$ cat src/rtl/mips_pipe_pkg.sv
// mips_pipe_pkg: shared fetch FSM encoding, reset PC default and NOP constant
package mips_pipe_pkg;
  typedef enum logic [1:0] {IDLE, FETCH, HOLD, DISCARD} fetchState_e;
  localparam logic [31:0] RESET_PC_DEFAULT = 32'h0040_0000;
  localparam logic [31:0] NOP = 32'h0000_0000;
  function automatic logic [31:0] wordAlign(input logic [31:0] addr);
    return addr & ~32'h3;
  endfunction
endpackage

$ cat src/rtl/fetch_skid_reg.sv
// fetch_skid_reg: holds an acked instruction word while the pipeline is stalled
module fetch_skid_reg (
  input  logic        iCLK,
  input  logic        iRST,
  input  logic        iLoad,
  input  logic        iDrop,
  input  logic [31:0] iData,
  output logic [31:0] oData
);
  // capture on load, clear once the word is consumed or squashed
  always_ff @(posedge iCLK or posedge iRST)
    if (iRST) oData <= '0;
    else if (iLoad) oData <= iData;
    else if (iDrop) oData <= '0;
endmodule

$ cat src/rtl/fetch_unit.sv
// fetch_unit: instruction fetch FSM, PC and IF/ID register; FETCH_STALLCNT_EN enables the stall counter
module fetch_unit
  import mips_pipe_pkg::*;
#(
  parameter logic [31:0] RESET_PC = RESET_PC_DEFAULT
) (
  input  logic        iCLK,
  input  logic        iRST,
  input  logic        iBlockPC,
  input  logic        iBlockIFID,
  input  logic        iRedirect,
  input  logic [31:0] iRedirectPC,
  output logic        oIMemReq,
  output logic [31:0] oIMemAddr,
  input  logic        iIMemAck,
  input  logic [31:0] iIMemData,
  output logic [31:0] oIFID_Instr,
  output logic [31:0] oIFID_PC4,
  output logic        oIFID_Valid,
  output logic [31:0] oStallCount
);
  fetchState_e state, stateNext;
  logic [31:0] pc, pcNext, tgt, tgtNext, instr, instrNext, pc4, pc4Next;
  logic [31:0] skidData, redirPC, pcPlus4;
  logic valid, validNext, skidLoad, skidDrop;

  assign redirPC = wordAlign(iRedirectPC);
  assign pcPlus4 = pc + 32'd4;

  fetch_skid_reg skid (
    .iCLK(iCLK),
    .iRST(iRST),
    .iLoad(skidLoad),
    .iDrop(skidDrop),
    .iData(iIMemData),
    .oData(skidData)
  );

  // state register
  always_ff @(posedge iCLK or posedge iRST)
    if (iRST) state <= IDLE;
    else state <= stateNext;

  // next state, PC/target/IF-ID next values and skid control; redirect wins over blocks
  always_comb begin
    stateNext = state;
    pcNext = pc;
    tgtNext = tgt;
    instrNext = instr;
    pc4Next = pc4;
    validNext = valid;
    skidLoad = 1'b0;
    skidDrop = 1'b0;
    unique case (state)
      IDLE: stateNext = FETCH;
      FETCH:
        if (iRedirect) begin
          validNext = 1'b0;
          instrNext = NOP;
          if (iIMemAck) pcNext = redirPC;
          else begin
            tgtNext = redirPC;
            stateNext = DISCARD;
          end
        end else if (iIMemAck) begin
          if (iBlockPC || iBlockIFID) begin
            skidLoad = 1'b1;
            stateNext = HOLD;
          end else begin
            instrNext = iIMemData;
            pc4Next = pcPlus4;
            validNext = 1'b1;
            pcNext = pcPlus4;
          end
        end
      HOLD:
        if (iRedirect) begin
          skidDrop = 1'b1;
          pcNext = redirPC;
          validNext = 1'b0;
          instrNext = NOP;
          stateNext = FETCH;
        end else if (!iBlockPC && !iBlockIFID) begin
          skidDrop = 1'b1;
          instrNext = skidData;
          pc4Next = pcPlus4;
          validNext = 1'b1;
          pcNext = pcPlus4;
          stateNext = FETCH;
        end
      DISCARD:
        if (iRedirect) begin
          tgtNext = redirPC;
          validNext = 1'b0;
          instrNext = NOP;
          if (iIMemAck) begin
            pcNext = redirPC;
            stateNext = FETCH;
          end
        end else if (iIMemAck) begin
          pcNext = tgt;
          stateNext = FETCH;
        end
    endcase
  end

  // PC, latched redirect target and IF/ID registers
  always_ff @(posedge iCLK or posedge iRST)
    if (iRST) begin
      pc <= RESET_PC;
      tgt <= '0;
      instr <= NOP;
      pc4 <= '0;
      valid <= 1'b0;
    end else begin
      pc <= pcNext;
      tgt <= tgtNext;
      instr <= instrNext;
      pc4 <= pc4Next;
      valid <= validNext;
    end

  assign oIMemReq = (state == FETCH) || (state == DISCARD);
  assign oIMemAddr = pc;
  assign oIFID_Instr = instr;
  assign oIFID_PC4 = pc4;
  assign oIFID_Valid = valid;

`ifdef FETCH_STALLCNT_EN
  logic [31:0] stallCnt;
  logic stallEv;
  assign stallEv = (state == HOLD) || (state == DISCARD) || ((state == FETCH) && !iIMemAck) || iBlockIFID;

  // saturating count of cycles in which fetch makes no forward progress
  always_ff @(posedge iCLK or posedge iRST)
    if (iRST) stallCnt <= '0;
    else if (stallEv && stallCnt != '1) stallCnt <= stallCnt + 32'd1;

  assign oStallCount = stallCnt;
`else
  assign oStallCount = '0;
`endif
endmodule

$ cat config.mk
export PLATFORM = sky130hd
export DESIGN_NAME = fetch_unit
export DESIGN_NICKNAME = d
export VERILOG_FILES = /design/src/rtl/mips_pipe_pkg.sv /design/src/rtl/fetch_skid_reg.sv /design/src/rtl/fetch_unit.sv
export SDC_FILE = /design/constraint.sdc
export NUM_CORES = 1
export LEC_CHECK = 0
export ABC_AREA = 1
export CORE_ASPECT_RATIO = 1.75
export CORE_UTILIZATION = 51
export CTS_CLUSTER_DIAMETER = 60
export DETAILED_ROUTE_END_ITERATION = 8
export PLACE_DENSITY = 0.79
export SYNTH_ARGS = -nofsm -noshare
export SYNTH_HDL_FRONTEND = slang
export SYNTH_SLANG_ARGS = --single-unit
$ cat constraint.sdc
create_clock -name iCLK -period 8.75 [get_ports iCLK]
set_input_delay 2.625 -clock iCLK [delete_from_list [all_inputs] [get_ports iCLK]]
set_output_delay 2.625 -clock iCLK [all_outputs]
set_load 0.01 [all_outputs]
Word-level counts from Yosys, hierarchy flattened
Cells that the tools add are included.
{ "op_classes": {"addsub": 1, "eq_ne": 18, "mux": 47, "reduce_logical": 15} }
{ "ops": {"columns": ["cell", "count"], "rows": [
  ["32-bit two-way mux", 21],
  ["32-bit case mux with 3 select lines", 2],
  ["32-bit case mux with 2 select lines", 2],
  ["32-bit by 3-bit adder with 32-bit output (second input constant)", 1],
  ["2-bit != test (second input constant)", 9],
  ["3-bit != test (second input constant)", 6],
  ["5-bit AND reduction", 3],
  ["2-bit two-way mux", 7],
  ["1-bit two-way mux", 13],
  ["2-bit case mux with 4 select lines", 1],
  ["6-bit AND reduction", 1],
  ["2-bit nonzero test", 3],
  ["2-bit == test (second input constant)", 2],
  ["4-bit AND reduction", 1],
  ["1-bit case mux with 3 select lines", 1],
  ["3-bit nonzero test", 1],
  ["2-bit by 1-bit == test with 1-bit output (second input constant)", 1],
  ["1-bit zero test", 2],
  ["2-bit zero test", 1],
  ["1-bit logical OR", 2],
  ["1-bit logical AND", 1]
]} }
{ "word_totals": {"regBits": 163, "in_bits": 70, "output_inout_bits": 130, "wordCells": 88} }

Depth between registers and ports, before layout
Gate-level depths: netlist of run 1.
{ "depth": {"word_depth": 7, "depth_mapped": 14, "depth_no_buf": 14} }

Hierarchy
From an unflattened synthesis of run 1, not the netlist that was laid out.
{ "unflattened": {"cells_unflattened": 1185, "area_unflattened_um2": 8919.8} }
{ "modules_own_cells": {"columns": ["module", "n_inst", "cells_per_inst", "area_per_inst_um2", "seq_area_each_um2"], "rows": [
  ["fetch_unit", 1, 1048, 7674.9, 3229.3],
  ["fetch_skid_reg", 1, 137, 1244.9, 800.8]
]} }

Worst setup path after synthesis of run 1
No wires, ideal clock.
{ "synth_path": {"path_kind": "input to register", "startpoint": "in iIMemAck", "endpoint": "reg pc4[21], in the netlist oIFID_PC4[21]", "setup_ns": 0.127, "arrival_time_ns": 3.719, "t_required_ns": 8.623, "setup_slack_ns": 4.904, "cell_stages": 7, "n_path_buf": 2, "cell_sequence": "clkbuf_1 -> inv_1 -> a211oi_2 -> nand2_2 -> inv_2 -> buf_2 -> a31oi_1"} }
{ "synth_via": {"elab_chain_len": 2} }
{ "synth_rtl": {"columns": ["element", "line_no", "source"], "rows": [
  ["from (decl)", "fetch_unit.sv:15", "input logic iIMemAck,"],
  ["2-bit != test (no source line)", null, null],
  ["6-bit AND reduction (no source line)", null, null],
  ["to (signal assigned)", "fetch_unit.sv:119", "pc4 <= pc4Next;"],
  ["to (decl)", "fetch_unit.sv:23", "logic [31:0] pc, pcNext, tgt, tgtNext, instr, instrNext, pc4, pc4Next;"]
]} }
Every way passes these cells.
A chain may end at the register's enable or synchronous reset.

Worst setup path in the final report of run 1
{ "layout_path": {"startpoint": "in iRedirect", "endpoint": "reg skid.oData[9]"} }
{ "layout_via": {"elab_chain_len": 3, "word_cells_on_any_way": 6, "cone_classes": "mux: 5; reduce/logical: 1"} }
{ "layout_rtl": {"columns": ["element", "line_no", "source"], "rows": [
  ["from (decl)", "fetch_unit.sv:11", "input logic iRedirect,"],
  ["1-bit two-way mux (on tied branches)", "fetch_unit.sv:57, fetch_unit.sv:77", null],
  ["1-bit two-way mux", "fetch_unit.sv:54", "unique case (state)"],
  ["32-bit two-way mux or 2-bit nonzero test (tied branches)", null, null],
  ["to (signal assigned)", "fetch_skid_reg.sv:13", "else if (iLoad) oData <= iData;"],
  ["to (decl)", "fetch_skid_reg.sv:8", "output logic [31:0] oData"]
]} }
Several ways; a longest one is shown, not always the timed one.

==> summary.txt, run 1 <==
# hold bufs at CTS: 0
layout cell share with drive strength beyond 1: 0.0533
fmax: 161 MHz
Final ANT Viol Nets: 0
Hold WC Path Type: register to register
Setup crit start kind: input port
mapped cell area: 8870 sq um
vias in the first global route: 8224
Arr. time, crit path: 6.51 ns
top cell type's share of synthesized area: 0.452
post-route clock period utilization: 0.709
fraction of registers with async set or reset after synthesis: 1.00
DR vias/cell: 5.46
Initial Util: 0.523
Place WS: 2.18 ns
largest net degree at the start of global routing: 93
Setup TNS Final: 0 ns
setup bufs post-CTS: 0
first-pass GRT wire length: 41200 um
Post-Synthesis Cells: 1194
synthesis-to-layout area growth: 24.6%
# H-tree levels: 4
RD Place Congestion: 0.905
worst path required time: 9.06 ns
Sequential Power Share: 0.359
number of synthesized register bits: 161
row count: 63
Clock power frac: 0.200
die area: 17900 sq um
# port buffers: 165
clock slew at reported path FFs: 0.07 ns
CP Class: input port to register
Final Max Tran Viols: 0
Final HPWL DP: 17800 um
GRT Util Overall: 0.301
CTS resizes: 0
outcome: finished, final reports clean
RSZ-0062 raised after global routing: false
worst slew pin tran: 1.20 ns
pwr dens: 337 nW/um^2
Ant. Diodes: 0
Gate power share: 0.440
Post-synth EDFFs: 0
synth unique cells: 33
Leak Pwr: 0.00532 uW
Ports: 200
drt first-iter violations: 583
final WL: 26100 um
Area contributors post-synth: dfrtp_1 (45%), nand2_1 (13%), inv_1 (7.1%), o22ai_1 (4.6%), nor2_1 (4.2%)
Seq/Total Area, Yosys: 0.455
core region area: 16900 sq um
Final WS setup: 2.55 ns
Int Pwr: 2160 uW
antenna violations before repair: 0
overall die width: 102 um
setup violation total in the final timing report: 0
most frequent cells after synthesis: nand2_1 (308), inv_1 (168), dfrtp_1 (160), nor2_1 (100), o22ai_1 (65)
root buf cell: clkbuf_16
Sw Pwr: 1560 uW
Rel. slew slack: 0.196
DRT Pass-1 Iters: 6
dominant cell type by area after synthesis: dfrtp_1
Worst Skew: 0.00849 ns
syn avg cell area: 7.43 sq um
switch share: 0.420
Vias: 8517
Top FF cell, synth: dfrtp_1
nets: 1390
Peak VDD IR: 199 uV
clock tree buffer depth: 2
Fin. Hold Viols: 0
Setup crit end kind: register
most frequent cell after synthesis: nand2_1
Die Y-Extent: 176 um
worst-skew pair later-pin latency: 0.43 ns
Overflow after GRT: 0
CTS tree: yes
Synth Warn #: 0
clk sink count: 161
max-cap violation count: 0
Residual DRC: 0
wire length per cell: 16.8 um
crit-path max FO: 33
min Tclk post-route: 6.20 ns
Num CTS Buffers: 17
[registers in the layout, summed over array words and instances, names as in the netlist]
name / flops
oIFID_Valid: 1
state: 2
oIMemAddr: 32
oIFID_PC4: 32
skid.oData: 32
oIFID_Instr: 32
tgt: 30
[critical path, cell delays in order]
cell and delay [ns]:
clkdlybuf4s50_1 0.93, buf_4 0.47, nor2_2 0.14, nand2_1 0.90, nand2_1 1.01, o22ai_1 0.42
[power by group through the flow]
| stage | Sequential, uW | Combinational (uW) | Clock [uW] |
|---|---|---|---|
| after floorplan | 1350 | 893 | 0 |
| after global placement | 1330 | 1580 | 0 |
| after detailed placement | 1340 | 1610 | 0 |
| after CTS | 1330 | 1630 | 750 |
| after global routing | 1370 | 1800 | 779 |
| final | 1340 | 1640 | 745 |
[area by class of cell]
type | instances | area (sq um)
Multi-Input combinational cell | 792 | 3770
Timing Repair Buffer | 173 | 1710
Tap cell | 227 | 284
Fill cell | 1469 | 5900
Inverter | 174 | 658
Clock buffer | 17 | 425
Clock inverter | 15 | 165
Sequential cell | 161 | 4030
[metrics by stage]
step / instances / instance area [sq um] / hold WS (ns) / util / power, uW
after CTS: 1559 / 11000 / 0.483 / 0.652 / 3720
after global placement: 1527 / 10500 / 0.465 / 0.617 / 2910
after global routing: 1559 / 11000 / 0.504 / 0.652 / 3950
after floorplan: 1225 / 8980 / 0.453 / - / 2240
after detailed placement: 1527 / 10500 / 0.465 / 0.617 / 2950
final: 1559 / 11000 / 0.483 / 0.652 / 3720
[metal layers]
metal,vias up,GRT usage,part of all wire
li1,4029,-,-
met1,3970,0.330,0.35
met2,425,0.516,0.51
met3,93,0.0527,0.065
met4,0,0.214,0.069
met5,-,0,0
[worst paths after layout]
| path | from | to | slack [ns] | cells past startpoint |
|---|---|---|---|---|
| worst max-delay path | iRedirect | skid.oData[9] | 2.55 | 6 |
| worst min-delay path | oIFID_PC4[6] | oIFID_PC4[6] | 0.48 | 2 |
| worst max register to register | state[1] | skid.oData[9] | 5.20 | 6 |
| worst min register to register | oIFID_PC4[6] | oIFID_PC4[6] | 0.48 | 2 |
| max in group asynchronous | iRST | oIMemAddr[1] | 4.56 | 3 |
| min in group asynchronous | iRST | oIFID_Instr[22] | 2.73 | 2 |
[cells by family after synthesis]
family	count (synthesis)	synth area share
AOI/OAI and AO/OA	242	0.158
xor gates and xnor gates	15	0.0148
DFF	161	0.455
muxes	11	0.0140
adders and majority gates	1	0.00141
and+or+nand+nor	491	0.222
buffers and inverters	272	0.135
other	1	0.000423
[placed cells by master (no fill, tap or decap), types with 11 or more instances in the layout]
master / instances
dfrtp_1: 160
xor2_1: 13
a22oi_1: 18
o22ai_1: 65
clkdlybuf4s50_1: 165
nand2_1: 308
o21ai_1: 21
o21ai_0: 52
a31oi_1: 23
nor2_1: 100
mux2_2: 11
clkbuf_16: 17
conb_1: 32
a21oi_1: 53
nand3_1: 62
inv_1: 167
(Power assumes the default switching activity.)
==> run 2: changes to the inputs <==
--- a/config.mk
+++ b/config.mk
@@ -7,10 +7,10 @@
 export LEC_CHECK = 0
 export ABC_AREA = 1
 export CORE_ASPECT_RATIO = 1.75
-export CORE_UTILIZATION = 51
+export CORE_UTILIZATION = 46
 export CTS_CLUSTER_DIAMETER = 60
 export DETAILED_ROUTE_END_ITERATION = 8
-export PLACE_DENSITY = 0.79
+export PLACE_DENSITY = 0.75
 export SYNTH_ARGS = -nofsm -noshare
 export SYNTH_HDL_FRONTEND = slang
 export SYNTH_SLANG_ARGS = --single-unit
==> constraint.sdc (replaced) <==
create_clock -name iCLK -period 5 [get_ports iCLK]
set_input_delay 1.5 -clock iCLK [delete_from_list [all_inputs] [get_ports iCLK]]
set_output_delay 1.5 -clock iCLK [all_outputs]
set_load 0.01 [all_outputs]
==> run 2 against run 1 <==
  * Flip-flop and latch count is the same
  * Combinational power grew 74%
  * Count of clock-buffer cells in the layout grew 2
  * Utilization shrank 5.7 points
  * Worst hold slack is essentially flat
  * Highest routed layer unchanged
  * Non-clock buffer count grew 9
  * Largest cell class unchanged
  * Sequential power grew 77%
  * Final cell count grew 1.2%
  * Critical path type is now register to register
  * Wire length grew 2.2%
  * Final area grew 1.0%
  * Setup slack lost 0.84 ns
==> summary.txt, run 2 (synthesis gave the netlist of run 1 again) <==
core region area: 18700 sq um (+11%)
fmax: 303 MHz
worst reg2reg path startpoint: state[1]
Setup TNS Final: 0 ns (unchanged)
switch share: 0.405 (-0.0147)
# port buffers: 165 (unchanged)
Filler cells: 1686 (+15%)
nets: 1399 (+0.65%)
final WL: 26700 um (+2.2%)
buffers plus inverters on the worst setup path: 4 (+2)
GRT Util Overall: 0.278 (-0.0229)
vias in the first global route: 8382 (+1.9%)
Num CTS Buffers: 17 (unchanged)
setup violation total in the final timing report: 0 (unchanged)
pwr dens: 590 nW/um^2 (+75%)
DRT Pass-1 Iters: 8 (+2)
r2r setup slk: 1.70 ns (-3.50 ns)
crit-path max FO: 55 (+67%)
outcome: finished, final reports clean
max-cap violation count: 0 (unchanged)
clock tree buffer depth: 2 (unchanged)
Setup crit start kind: register
Fin. Hold Viols: 0 (unchanged)
critical path's largest stage delay: 0.92 ns (-0.09 ns)
Crit path top cell by count: inv_1
DR vias/cell: 5.40 (-1.2%)
R2R cell count: 9 (+3)
# H-tree levels: 4 (unchanged)
post-route clock period utilization: 0.660
RD Place Congestion: 0.944 (+4.4%)
Leak Pwr: 0.00537 uW (+0.88%)
row count: 66 (+4.8%)
synthesis-to-layout area growth: 25.8%
Critical Path Sink: oIMemAddr[7]
Die Y-Extent: 186 um (+5.2%)
R2R Path End: oIMemAddr[7]
wire length per cell: 16.9 um (+0.94%)
RSZ-0062 raised after global routing: false
CP max stage cell: nor2_2
Final HPWL DP: 18700 um (+5.2%)
Initial Util: 0.473 (-0.0502)
clk sink count: 161 (unchanged)
largest net degree at the start of global routing: 66 (-29%)
most frequent cells in the layout: nand2_1 (308), inv_1 (167), clkdlybuf4s50_1 (164)
Vias: 8520 (+0.035%)
Int Pwr: 3920 uW (+82%)
Ant. Diodes: 0 (unchanged)
Final ANT Viol Nets: 0 (unchanged)
critical path, cell by cell: inv_2 > nor2_2 > inv_1 > buf_4 > o21ai_0 > a21oi_1 > o211ai_1 > o21ai_1 > inv_1
most common cell after layout, fill and taps aside: nand2_1
CP Class: register to register
CTS tree: yes
Arr. time, crit path: 3.68 ns (-2.83 ns)
antenna violations before repair: 0 (unchanged)
# hold bufs at CTS: 0 (unchanged)
clock slew at reported path FFs: 0.07 ns (about the same)
min Tclk post-route: 3.30 ns
root buf cell: clkbuf_16
Gate power share: 0.435 (-0.005)
overall die width: 107 um (+5.2%)
worst slew pin tran: 1.08 ns (-0.124 ns)
Sequential Power Share: 0.360 (about the same)
layout cell share with drive strength beyond 1: 0.0590 (+0.00565)
drt first-iter violations: 532 (-8.7%)
Total Power: 6580 uW (+77%)
final core occ: 0.595 (-0.0566)
Levels on crit path: 9 (+3)
Clock power frac: 0.206 (+0.006)
Overflow after GRT: 0 (unchanged)
first-pass GRT wire length: 42300 um (+2.8%)
worst-skew pair later-pin latency: 0.43 ns (about the same)
Rel. slew slack: 0.279 (+0.0837)
hold depth: 2 (unchanged)
Final Max Tran Viols: 0 (unchanged)
Worst Skew: 0.0131 ns (+0.00459 ns)
Worst path top cell family by delay: buffers and inverters
Peak VDD IR: 273 uV (+37%)
die area: 19900 sq um (+11%)
Residual DRC: 0 (unchanged)
Hold WC Path Type: register to register
setup bufs post-CTS: 0 (unchanged)
Setup crit end kind: register
Ports: 200 (unchanged)
worst path required time: 5.38 ns (-3.68 ns)
CTS resizes: 0 (unchanged)
worst setup path startpoint: state[1]
Sw Pwr: 2670 uW (+71%)
[run 2: cell count changes in the layout (fill, tap and decap cells not counted), moves of 2 or more]
cell | previous run | this run
inv_8 | 3 | 0
bufinv_16 | 0 | 3
inv_6 | 6 | 2
buf_4 | 8 | 15
clkinvlp_4 | 0 | 3
buf_12 | 0 | 2
clkinv_8 | 4 | 0
[run 2: worst min path at each step]
stage	startpoint	to	slack, ns
global route	tgt[4]	tgt[4]	0.52
CTS	oIFID_PC4[1]	oIFID_PC4[1]	0.49
finish	oIFID_PC4[1]	oIFID_PC4[1]	0.48
detailed placement	oIFID_PC4[1]	oIFID_PC4[1]	0.47
global placement	oIFID_PC4[0]	oIFID_PC4[0]	0.47
floorplan	tgt[4]	tgt[4]	0.45
[run 2: metal layers]
metal,track usage,vias to the layer above,part of all wire
met5,0,-,0
met4,0.184,0,0.065
met3,0.0490,88,0.061
met2,0.500,376,0.52
met1,0.295,4009,0.36
li1,-,4047,-
[run 2: metrics by stage]
| stage | worst slack (ns) | instances | area, sq um | hold WS [ns] |
|---|---|---|---|---|
| floorplan | 1.46 | 1225 | 8990 | 0.453 |
| global placement | 1.40 | 1547 | 10600 | 0.465 |
| detailed placement | 1.36 | 1547 | 10600 | 0.471 |
| CTS | 1.76 | 1578 | 11200 | 0.486 |
| global route | 1.46 | 1578 | 11200 | 0.519 |
| finish | 1.70 | 1578 | 11200 | 0.483 |
[run 2: worst reg2reg max path, delay by kind of cell, from the launching register on]
kind	cells	cell delay [ns]
and+or+nand+nor	1	0.92
DFF	1	0.75
AOI/OAI and AO/OA	4	0.64
buffers and inverters	4	0.94
[run 2: power by group through the flow]
stage / clock network [uW] / registers, uW / logic [uW]
floorplan: 0 / 2360 / 1560
global placement: 0 / 2350 / 2790
detailed placement: 0 / 2370 / 2840
CTS: 1370 / 2350 / 2860
global route: 1420 / 2430 / 3170
finish: 1350 / 2370 / 2860
[run 2: cell type report]
| type | instances | area [sq um] | share of cell area |
|---|---|---|---|
| flip-flops and latches | 161 | 4030 | 0.361 |
| multi-input cells | 792 | 3770 | 0.338 |
| repair buffers | 182 | 1800 | 0.161 |
| inverters | 174 | 657 | 0.0589 |
| clock buffers | 19 | 443 | 0.0397 |
| well taps | 238 | 298 | 0.0267 |
| clock inverters | 12 | 159 | 0.0142 |
